**src/rtl/issue_scheduler.sv**
```systemverilog
// issue_scheduler -- single-entry in-order issue stage with a register scoreboard.
//
// Holds one decoded instruction. The instruction issues to the unit named by its
// select field once the unit is ready and none of its registers is pending in
// the scoreboard. Decode exceptions park the block in EXC until acknowledged.
//
// Ports
//   clock_in, reset_n_in         clock (rising edge), async active-low reset
//   dec_valid_in / dec_ready_out decode handshake
//   exec_unit_sel_in, exec_unit_uop_in, rd_write_enable_in,
//   rd_addr_in, rs1_addr_in, rs2_addr_in, invalid_ins_in   decoded fields
//   int/bru/lsu/vec_ready_in     execution unit can accept this cycle
//   issue_valid_out, issue_sel_out, issue_uop_out,
//   issue_rd_out, issue_rd_we_out                         issue port
//   wb_valid_in, wb_rd_in        writeback retiring a pending rd
//   flush_in                     drop the buffered instruction
//   exc_valid_out / exc_ack_in   decode exception handshake
//   stall_count_out              saturating count of HELD cycles without issue
//
// NREGS may be at most 32: register fields are 5 bits wide.
module issue_scheduler #(
  parameter int NREGS = 32
) (
  input  logic        clock_in,
  input  logic        reset_n_in,
  input  logic        dec_valid_in,
  output logic        dec_ready_out,
  input  logic [2:0]  exec_unit_sel_in,
  input  logic [3:0]  exec_unit_uop_in,
  input  logic        rd_write_enable_in,
  input  logic [4:0]  rd_addr_in,
  input  logic [4:0]  rs1_addr_in,
  input  logic [4:0]  rs2_addr_in,
  input  logic        invalid_ins_in,
  input  logic        int_ready_in,
  input  logic        bru_ready_in,
  input  logic        lsu_ready_in,
  input  logic        vec_ready_in,
  output logic        issue_valid_out,
  output logic [2:0]  issue_sel_out,
  output logic [3:0]  issue_uop_out,
  output logic [4:0]  issue_rd_out,
  output logic        issue_rd_we_out,
  input  logic        wb_valid_in,
  input  logic [4:0]  wb_rd_in,
  input  logic        flush_in,
  output logic        exc_valid_out,
  input  logic        exc_ack_in,
  output logic [15:0] stall_count_out
);

  typedef enum logic [1:0] {EMPTY, HELD, EXC} state_t;

  typedef struct packed {
    logic [2:0] sel;
    logic [3:0] uop;
    logic [4:0] rd;
    logic       rd_we;
    logic [4:0] rs1;
    logic [4:0] rs2;
  } ins_t;

  state_t           state_q, state_d;
  ins_t             held_q, dec_ins;
  logic [NREGS-1:0] pend_q, pend_byp, pend_d;
  logic [31:0]      byp_w;
  logic [15:0]      stall_q;
  logic             unit_rdy, hazard, issue, accept, bad_ins;

  assign dec_ins = '{sel: exec_unit_sel_in, uop: exec_unit_uop_in, rd: rd_addr_in,
                     rd_we: rd_write_enable_in, rs1: rs1_addr_in, rs2: rs2_addr_in};

  // Scoreboard: a same-cycle writeback is bypassed into the hazard check, while
  // a same-cycle issue to the same rd wins over that writeback. x0 never pends.
  for (genvar r = 0; r < NREGS; r++) begin : g_sb
    logic wb_hit, set_hit;
    assign wb_hit      = wb_valid_in && (wb_rd_in == 5'(r));
    assign set_hit     = issue && held_q.rd_we && (held_q.rd == 5'(r));
    assign pend_byp[r] = pend_q[r] & ~wb_hit;
    if (r == 0) begin : g_x0
      assign pend_d[r] = 1'b0;
    end else begin : g_xn
      assign pend_d[r] = pend_byp[r] | set_hit;
    end
  end

  // Widen to the full 5-bit index space so any field value indexes safely.
  for (genvar r = 0; r < 32; r++) begin : g_byp
    if (r < NREGS) begin : g_in
      assign byp_w[r] = pend_byp[r];
    end else begin : g_out
      assign byp_w[r] = 1'b0;
    end
  end

  always_comb begin
    unit_rdy = 1'b0;
    case (held_q.sel)
      3'b001:  unit_rdy = int_ready_in;
      3'b011:  unit_rdy = bru_ready_in;
      3'b010:  unit_rdy = lsu_ready_in;
      3'b100:  unit_rdy = vec_ready_in;
      default: unit_rdy = 1'b0;   // unknown units never accept; only a flush clears it
    endcase
  end

  assign hazard  = byp_w[held_q.rs1] | byp_w[held_q.rs2] | (held_q.rd_we & byp_w[held_q.rd]);
  assign issue   = (state_q == HELD) && !hazard && unit_rdy && !flush_in;
  // reset_n_in gates ready so nothing is offered while reset is held.
  assign dec_ready_out = reset_n_in && !flush_in && ((state_q == EMPTY) || issue);
  assign accept  = dec_valid_in && dec_ready_out;
  assign bad_ins = invalid_ins_in || (exec_unit_sel_in == 3'b000);

  always_comb begin
    state_d = state_q;
    case (state_q)
      EMPTY: if (accept) state_d = bad_ins ? EXC : HELD;
      HELD: begin
        if (flush_in)    state_d = EMPTY;
        else if (accept) state_d = bad_ins ? EXC : HELD;
        else if (issue)  state_d = EMPTY;
      end
      EXC:     if (exc_ack_in) state_d = EMPTY;
      default: state_d = EMPTY;
    endcase
  end

  always_ff @(posedge clock_in or negedge reset_n_in) begin
    if (!reset_n_in) begin
      state_q <= EMPTY;
      held_q  <= '0;
      pend_q  <= '0;
      stall_q <= '0;
    end else begin
      state_q <= state_d;
      pend_q  <= pend_d;
      if (accept && !bad_ins) held_q <= dec_ins;
      if (state_q == HELD && !issue && stall_q != 16'hFFFF) stall_q <= stall_q + 16'd1;
    end
  end

  always_comb begin
    issue_valid_out = issue;
    issue_sel_out   = '0;
    issue_uop_out   = '0;
    issue_rd_out    = '0;
    issue_rd_we_out = 1'b0;
    if (state_q == HELD) begin
      issue_sel_out   = held_q.sel;
      issue_uop_out   = held_q.uop;
      issue_rd_out    = held_q.rd;
      issue_rd_we_out = held_q.rd_we;
    end
  end

  assign exc_valid_out   = (state_q == EXC);
  assign stall_count_out = stall_q;

endmodule

```
**config.mk**
```make
export PLATFORM = sky130hd
export DESIGN_NAME = issue_scheduler
export DESIGN_NICKNAME = d
export VERILOG_FILES = /design/src/rtl/issue_scheduler.sv
export SDC_FILE = /design/constraint.sdc
export NUM_CORES = 1
export LEC_CHECK = 0
export ABC_CLOCK_PERIOD_IN_PS = 4400
export CAP_MARGIN = 15
export CORE_ASPECT_RATIO = 0.8
export CORE_MARGIN = 5
export CORE_UTILIZATION = 30
export DETAILED_ROUTE_END_ITERATION = 10
export PLACE_DENSITY = 0.47
export SYNTH_ARGS = -nofsm -noshare
export SYNTH_HDL_FRONTEND = slang
export SYNTH_SLANG_ARGS = --single-unit
```
**constraint.sdc**
```tcl
create_clock -name clock_in -period 4.4 [get_ports clock_in]
set_input_delay 1.1 -clock clock_in [delete_from_list [all_inputs] [get_ports clock_in]]
set_output_delay 1.1 -clock clock_in [all_outputs]
set_load 0.03 [all_outputs]
```
==> flow_summary.json <==
{
  "status": "finished with violations",
  "violations": "negative setup slack",
  "hold_path.class": "reg -> reg",
  "synth_area_leader_cell": "dfrtp_1",
  "nNetsFinal": 660,
  "crit_path_start_kind": "input port",
  "cts_max_path_buffers": 2,
  "drt-wirelength-per-cell_um": 20.7,
  "fin_crit_ps": 4470,
  "dieArea_um2": 19000,
  "syn-num-nets": 541,
  "synth_most_common_cell": "dfrtp_1",
  "hold_depth": 1,
  "cp_max_fo": 5,
  "n_antenna_cell": 0,
  "power.density_nw_per_um2": 417,
  "hpwl_um": 12900,
  "crit_arrival_ps": 3370,
  "r2r_end": "held_q[4]",
  "cp.required_ps": 3300,
  "num-fill-cells": 1566,
  "synth_seq_cells": 72,
  "rows": 41,
  "grt_first_pass_wirelength_um": 26900,
  "grt.total_usage_pct": 18.2,
  "crit_start": "wb_rd_in[1]",
  "clk_pin_slew_ps": 50,
  "post-route-drc-count": 0,
  "gp_congestion": 0.919,
  "regArea_um2": 1800,
  "report.final.hold_viol_count": 0,
  "drt_first_pass_iters": 5,
  "r2r_start": "held_q[0]",
  "fp.dieH_um": 124,
  "synth_warnings": 0,
  "rr_worst_depth": 12,
  "initial_utilization_pct": 30.7,
  "critPathKind": "in -> out",
  "fin_worst_skew_ps": 9.80,
  "clkSinkCount": 72,
  "maxSlewHeadroom_pct": 42.6,
  "grt.overflow.total": 0,
  "synth_cells": 501,
  "rsz0062_at_grt": "yes",
  "postLayoutSetupSlackWorst_ps": -68.2,
  "slew_viol_final": 0,
  "ios": 71,
  "synth-edff-count": 0,
  "clock-root-buffer": "clkbuf_16",
  "cts.htree.levels": 3,
  "antenna_found_initial": 0,
  "synth_cell_type_count": 64,
  "ir_worst_vdd_uv": 165,
  "worstMarginPinSlew_ps": 861,
  "design.core.area_um2": 15900,
  "num_vias": 4685,
  "total_power_w": 0.00281,
  "routed_via_density": 5.59,
  "drt_iter0_markers": 531,
  "synth-main-ff-cell": "dfrtp_1",
  "area_growth_pct": 38.0,
  "finalWirelength_um": 17300,
  "cts_tree": "built",
  "r2r_slack_ps": 880,
  "multi_input_area_um2": 2980,
  "max_freq_mhz": 224,
  "synth_common_cells": "dfrtp_1 (72), o21ai_0 (44), nand2_1 (26)",
  "ys_async_sr_fraction_pct": 100,
  "syn_area_per_cell_um2": 9.76,
  "synth_area_um2": 4890,
  "cap_violations": 0,
  "drive_above_1_share_pct": 28.1,
  "endpoint_kind": "primary output",
  "cellLeakagePower_nw": 2.75,
  "grt_pass1_vias": 4552,
  "setup_viol": 1,
  "worstHoldStart": "stall_count_out[4]",
  "hold_ws_ps": 493,
  "grt_max_degree": 66,
  "post-route-period-util_pct": 102,
  "cts_made_buffers": 9,
  "seq_area_frac_synth_pct": 36.9,
  "hold_buffers": 0,
  "port_buffers": 70,
  "insertion_delay_ps": 340,
  "synth_top_area_share_pct": 36.9,
  "die_w_um": 153,
  "min_to": "stall_count_out[4]",
  "synth_area_leaders": "dfrtp_1 (37%), mux2_4 (6.1%), mux2_2 (5.8%), o21ai_0 (4.5%), xor2_1 (3.8%)",
  "ant_nets": 0
}
cells by family (layout without fill, tap and decap cells):
logic type                 Yosys count  after routing  synth area share [%]
AOI/OAI and AO/OA                  131            131                  19.1
xor gates and xnor gates            21             21                  3.76
adders and majority gates            1              1                 0.256
buffers and inverters               51            173                  4.63
DFF                                 72             72                  36.9
muxes                               59             59                  15.6
and+or+nand+nor                    166            166                  19.9
per-stage QoR:
stage	worst slack, ps	util [%]	std cells	setup TNS [ps]	instance area, um^2
after global routing	-164	42.4	838	-234	6750
final	-68.2	42.4	838	-68.2	6750
after floorplan	-18.0	-	501	-18.0	4900
after global placement	-618	39.6	820	-3460	6290
after detailed placement	-608	39.6	820	-1840	6290
after CTS	-84.1	42.3	838	-84.1	6730
power by group:
group / total (W) / internal (W) / leakage [nW] / switching (W)
logic: 0.00107 / 0.000491 / 1.71 / 0.000575
clock network: 0.000743 / 0.000463 / 0.143 / 0.000281
registers: 0.00100 / 0.000771 / 0.898 / 0.000230
total: 0.00281 / 0.00172 / 2.75 / 0.00109
how the worst max path moves through the flow:
| stage | endpoint | slack [ps] | depth (start not counted) |
|---|---|---|---|
| CTS | dec_ready_out | -80 | 11 |
| detailed placement | dec_ready_out | -610 | 11 |
| floorplan | dec_ready_out | -20 | 10 |
| global route | dec_ready_out | -160 | 10 |
| finish | dec_ready_out | -70 | 12 |
| global placement | dec_ready_out | -620 | 12 |
worst max-delay path, cell delays in order:
cell      delay, ps
buf_2           130
buf_12          140
buf_6           130
xor2_4          200
o311ai_2        350
o311ai_2        180
nand2_1         150
o311ai_4        140
nor4b_4         390
nor2_2          100
nor3b_4         190
buf_6           150
registers in the layout, indices dropped and copies added (netlist names):
name / count
pend_q: 31
stall_count_out: 16
held_q: 23
state_q: 2
cells in the final DEF (no fill, tap or decap), types with 4 or more instances in the layout:
cell type / count
a2111oi_0: 5
a21oi_1: 5
and2_1: 13
and3_1: 5
buf_12: 4
buf_4: 73
buf_6: 5
clkbuf_16: 9
clkdlybuf4s50_1: 61
dfrtp_1: 72
inv_1: 10
mux2_2: 25
mux2_4: 20
mux2i_1: 10
nand2_1: 25
nand2b_1: 7
nand3_1: 21
nand3b_1: 8
nand4_1: 14
nand4b_1: 4
nor2_1: 20
nor2b_1: 10
nor3_1: 14
o2111ai_1: 6
o21ai_0: 38
o21ai_1: 6
o311ai_0: 5
o311ai_1: 4
o31ai_1: 24
xor2_1: 20
routing by layer:
metal  vias up  part of all wire [%]  GRT usage [%]
met4         0                   1.4           5.23
met2       186                    42           25.4
met5         -                     0              0
met3        18                   7.7           4.17
met1      2334                    49           27.6
li1       2147                     -              -
what timing repair did:
item | in CTS | in global routing
gates resized for setup | 54 | 11
gates cloned | 1 | 0
pin swaps | 14 | 9
buffers inserted | 3 | 1
endpoints found under the setup margin | 2 | 2
endpoints found under the hold margin | 0 | 0
cell type report:
class,count,area share (%)
flip-flops and latches,72,26.7
repair buffers,148,20.1
clock inverters,3,0.631
multi-input cells,378,44.2
clock buffers,11,3.75
inverters,11,0.612
well taps,215,3.99
No activity file was read; power rests on OpenSTA's default activity.
